[src/rtl/imem_loader_pkg.sv]
// rtl/imem_loader_pkg.sv - shared constants and state encoding for the IMEM program loader
package imem_loader_pkg;

   localparam int         IMEM_AW = 14;
   localparam int         WC_W    = 15;
   localparam logic [3:0] WEA_ALL = 4'b1111;

   typedef enum logic [1:0] {
      ST_IDLE  = 2'd0,
      ST_RECV  = 2'd1,
      ST_WRITE = 2'd2,
      ST_DONE  = 2'd3
   } state_t;

endpackage

[src/rtl/imem_loader.sv]
// rtl/imem_loader.sv - packs a byte stream little-endian into 32-bit words and writes them to IMEM
module imem_loader
   import imem_loader_pkg::*;
(
   input  logic               clk,
   input  logic               rst,
   input  logic               start,
   input  logic [IMEM_AW-1:0] base_addr,
   input  logic [WC_W-1:0]    word_count,
   input  logic [7:0]         byte_in,
   input  logic               byte_valid,
   output logic               byte_ready,
   output logic [IMEM_AW-1:0] imem_addr,
   output logic [31:0]        imem_din,
   output logic [3:0]         imem_wea,
   output logic               busy,
   output logic               done,
   output logic [7:0]         checksum
);

   state_t             r_state;
   state_t             w_next;
   logic [IMEM_AW-1:0] r_addr;
   logic [WC_W-1:0]    r_remaining;
   logic [31:0]        r_word;
   logic [1:0]         r_idx;
   logic [7:0]         r_checksum;
   logic               w_accept;
   logic               w_last_word;

   assign w_last_word = (r_remaining == WC_W'(1));

   always_ff @(posedge clk) begin
      if (rst) begin
         r_state <= ST_IDLE;
      end else begin
         r_state <= w_next;
      end
   end

   always_comb begin
      w_next     = r_state;
      w_accept   = 1'b0;
      byte_ready = 1'b0;
      imem_wea   = 4'b0000;
      busy       = 1'b1;
      done       = 1'b0;
      case (r_state)
         ST_IDLE: begin
            busy = 1'b0;
            if (start) begin
               w_next = (word_count == '0) ? ST_DONE : ST_RECV;
            end
         end
         ST_RECV: begin
            byte_ready = 1'b1;
            w_accept   = byte_valid;
            if (byte_valid && (r_idx == 2'd3)) begin
               w_next = ST_WRITE;
            end
         end
         ST_WRITE: begin
            imem_wea = WEA_ALL;
            w_next   = w_last_word ? ST_DONE : ST_RECV;
         end
         ST_DONE: begin
            done   = 1'b1;
            w_next = ST_IDLE;
         end
         default: begin
            w_next = ST_IDLE;
         end
      endcase
   end

   // The address only advances when another word follows, so imem_addr
   // stays on the last written word after the load.
   always_ff @(posedge clk) begin
      if (rst) begin
         r_addr      <= '0;
         r_remaining <= '0;
         r_word      <= '0;
         r_idx       <= '0;
         r_checksum  <= '0;
      end else begin
         if ((r_state == ST_IDLE) && start) begin
            r_checksum <= '0;
            r_idx      <= '0;
            if (word_count != '0) begin
               r_addr      <= base_addr;
               r_remaining <= word_count;
               r_word      <= '0;
            end
         end
         if (w_accept) begin
            r_word[{r_idx, 3'b000} +: 8] <= byte_in;
            r_idx                        <= r_idx + 2'd1;
            r_checksum                   <= r_checksum + byte_in;
         end
         if (r_state == ST_WRITE) begin
            r_remaining <= r_remaining - WC_W'(1);
            if (!w_last_word) begin
               r_addr <= r_addr + IMEM_AW'(1);
            end
         end
      end
   end

   assign imem_addr = r_addr;
   assign imem_din  = r_word;
   assign checksum  = r_checksum;

endmodule

[config.mk]
export PLATFORM = sky130hd
export DESIGN_NAME = imem_loader
export DESIGN_NICKNAME = d
export VERILOG_FILES = /design/src/rtl/imem_loader_pkg.sv /design/src/rtl/imem_loader.sv
export SDC_FILE = /design/constraint.sdc
export NUM_CORES = 1
export LEC_CHECK = 0
export ABC_AREA = 0
export BUFFER_PORTS_ARGS = -buffer_cell sky130_fd_sc_hd__buf_2
export CAP_MARGIN = 20
export CORE_MARGIN = 2
export CORE_UTILIZATION = 52
export DETAILED_ROUTE_END_ITERATION = 8
export GPL_ROUTABILITY_DRIVEN = 1
export GPL_TIMING_DRIVEN = 0
export HOLD_SLACK_MARGIN = 0.08
export PLACE_DENSITY = 0.82
export SETUP_SLACK_MARGIN = 0.1
export SLEW_MARGIN = 20
export SYNTH_ARGS = -nofsm -noshare
export SYNTH_HDL_FRONTEND = slang
export SYNTH_SLANG_ARGS = --single-unit
[constraint.sdc]
create_clock -name clk -period 2 [get_ports clk]
set_input_delay 0.3 -clock clk [delete_from_list [all_inputs] [get_ports clk]]
set_output_delay 0.3 -clock clk [all_outputs]
set_load 0.01 [all_outputs]
==> reports/metrics.csv <==
metric,value,unit
most frequent cells in the layout,"106 x buf_2, 69 x nor2_1, 66 x dfxtp_1, 40 x a22oi_1, 28 x a21oi_1",
"slowest stage delay, CP",0.36,ns
syn nets,487,
GRT Resource Usage Total,26.23,%
Clock Pin Slew Worst Setup and Hold Paths,0.08,ns
post-synthesis sequential area ratio,40.19,%
"Remaining Overflow, GRT",0,
"CP delay by family, top",simple AND/OR/NAND/NOR gates,
Final Skew,0.01162,ns
Tightest Hold Check Type,primary input to flop,
nets@finish,609,
Die ar.,7677,um^2
Clk pwr share,37.0,%
switch share,30.10,%
Buffers on Ports,101,
Max Slew Vio Count,0,
Final Power,3527,uW
Synth Cell Area,3636,um^2
Fmax,0.5421,GHz
vias post-DR,3782,
final period utilization,92.23,%
Area Overhead vs Synth,29.42,%
worst-path cell chain,nor3_2 -> nand3_4 -> o21ai_4 -> clkbuf_4 -> nor2_1 -> a221oi_1 -> nor2_1,
H-tree levels,3,
Synth Instances,429,
CTS Buffer Depth,2,
number of hold-repair buffers added at the cts stage,0,
CTS tree,done,
GR Util met1,33.33,%
Final Hold Vio Count,0,
Worst-Skew Late Latency,0.36,ns
initial DRC count,166,
gr busiest metal,met2,
Setup WS pre-CTS,-0.2105,ns
wire per inst,15.94,um
syn avg cell area,8.475,um^2
Initial Utilization,53.52,%
first-pass GRT wire length,15910,um
Crit Path Category,flop to flop,
Worst-Margin Slew,0.5797,ns
status,finished clean,
slowest CP cell,dfxtp_1,
slew margin rel.,61.35,%
Gate power share,17.8,%
Hold Path Depth,3,
Synth Flop Type,dfxtp_1,
Int Pwr,2466,uW
worst r2r path cells,7,
WP buf/inv,1,
DR pass1 iterations,4,
Synth top area share,40.19,%
CP Data Required Time,2.23,ns
DRC Markers,0,
Max Fanout on Critical Path,10,
initial antenna violation count,0,
P_sw,1062,uW
synth unique cells,62,
row cnt,30,
ys async rst share,0,%
Pleak,0.001995,uW
synthesized flop and latch total,73,
Most common cell on crit path,nor2_1,
fin crit period,1.845,ns
vias in the first global route,3385,
met2 Usage GRT,44.63,%
Area contributors post-synth,"dfxtp_1 40%, a22oi_1 8.3%, nor2_1 7.2%",
Detailed Place HPWL,7289,um
RePlAce Congestion,0.9174,
register share of total power,45.2,%
layout cells sized above 1,32.91,%
Setup Viol. Count Final,0,
die width,87.62,um
# Max-Cap Violations,0,
I/O Pins,102,
Total Wirelength,10400,um
VDD IR max,0.0004415,V
RSZ-0062 raised after global routing,yes,
CP Depth,7,
total CTS buffers,9,
post-DR vias/cell,5.801,
yosys warns,0,
Setup WS post-layout,0.1554,ns
CP startpoint kind,flop,
"Arr. time, crit path",2.08,ns
number of synthesized flops with an enable pin,0,
library cell with the largest summed area after synthesis,dfxtp_1,
core box area,6794,um^2
pin count of the biggest net entering global routing,14,
Clock Sinks,73,
# fillers,570,
diode count,0,
Final ANT Viol Nets,0,
Crit. End Element,flop,
"commonest non-fill, non-tap cell in the layout",buf_2,
met3 Track Usage GR,5.184,%
Die Span Y,87.62,um
root buf cell,clkbuf_8,
power density over the cells,749.6,nW/um^2
## metrics by stage
stage          instance area [um^2]  TNS (ns)  hold WS [ns]  utilization (%)  cells
2_1_floorplan                  3636         0        0.4360                -    429
3_3_place_gp                   4262    -2.863        0.4598            62.73    626
3_5_place_dp                   4262    -5.038        0.4562            62.73    626
4_1_cts                        4556         0        0.1940            67.05    646
5_1_grt                        4706         0        0.1952            69.26    652
6_report                       4706         0        0.1900            69.26    652
## area by class of cell
class,instances,area [um^2],share of cell area [%]
multi-input cells,325,2156,45.81
plain buffers,22,115.1,2.446
clock inverters,7,95.09,2.021
clock buffers,9,123.9,2.632
inverters,9,40.04,0.8508
repair buffers,111,580.6,12.34
flip-flops and latches,73,1475,31.35
well taps,96,120.1,2.553
## metal layers
| layer | share of wire, % | vias to the layer above |
|---|---|---|
| met5 | 0 | - |
| met4 | 1.5 | 0 |
| met3 | 6.2 | 15 |
| met2 | 50 | 140 |
| met1 | 43 | 1807 |
| li1 | - | 1820 |
## cells in the mapped netlist (3+ instances only)
cell,n
dfxtp_1,73
nor2_1,70
a22oi_1,40
a21oi_1,32
nand2_1,26
ha_1,16
clkbuf_1,12
nand3_1,12
nor3_1,12
a31oi_1,11
o211ai_1,10
inv_1,8
or3_1,8
o21ai_1,7
buf_2,6
and3_1,5
nand2b_1,5
o21ai_0,5
and2_1,4
nor2b_1,4
nor4_1,4
a21oi_2,3
buf_4,3
nand4_1,3
o21bai_1,3
or4_1,3
xnor2_1,3
## power groups by stage
stage | Sequential [uW] | Clock, uW | Combinational [uW]
after floorplan | 1620 | 0 | 348
after global placement | 1610 | 0 | 545
after detailed placement | 1620 | 0 | 564
after CTS | 1590 | 1300 | 582
after global routing | 1610 | 1370 | 688
final | 1600 | 1300 | 628
## path summary, 6_finish.rpt
path | start | to | slack (ns)
setup / recovery | r_remaining[7] | imem_addr[0] | 0.16
hold / removal | base_addr[9] | imem_addr[9] | 0.19
setup reg to reg | r_remaining[7] | imem_addr[0] | 0.16
hold reg to reg | r_remaining[13] | r_remaining[13] | 0.48
## registers in the layout (all words and copies together), names as in the netlist
name,count
r_remaining,15
imem_addr,14
r_idx,2
r_state,2
imem_din,32
checksum,8
## repair_timing
action / in CTS / in global routing
pin swaps: 4 / 8
setup endpoints to repair: 49 / 52
setup buffers: 4 / 6
resized for setup: 12 / 34
## tightest hold or removal path, cell delays in order
cell,delay (ns)
buf_2,0.10
nand2_1,0.05
a31oi_1,0.07
## cells by family after synthesis
logic type / synth area share [%]
muxes: 0.2753
xor gates and xnor gates: 1.205
adders and majority gates: 6.056
and+or+nand+nor: 24.95
DFF: 40.19
buffers and inverters: 3.923
AOI/OAI and AO/OA: 23.40
(Power assumes the default switching activity.)
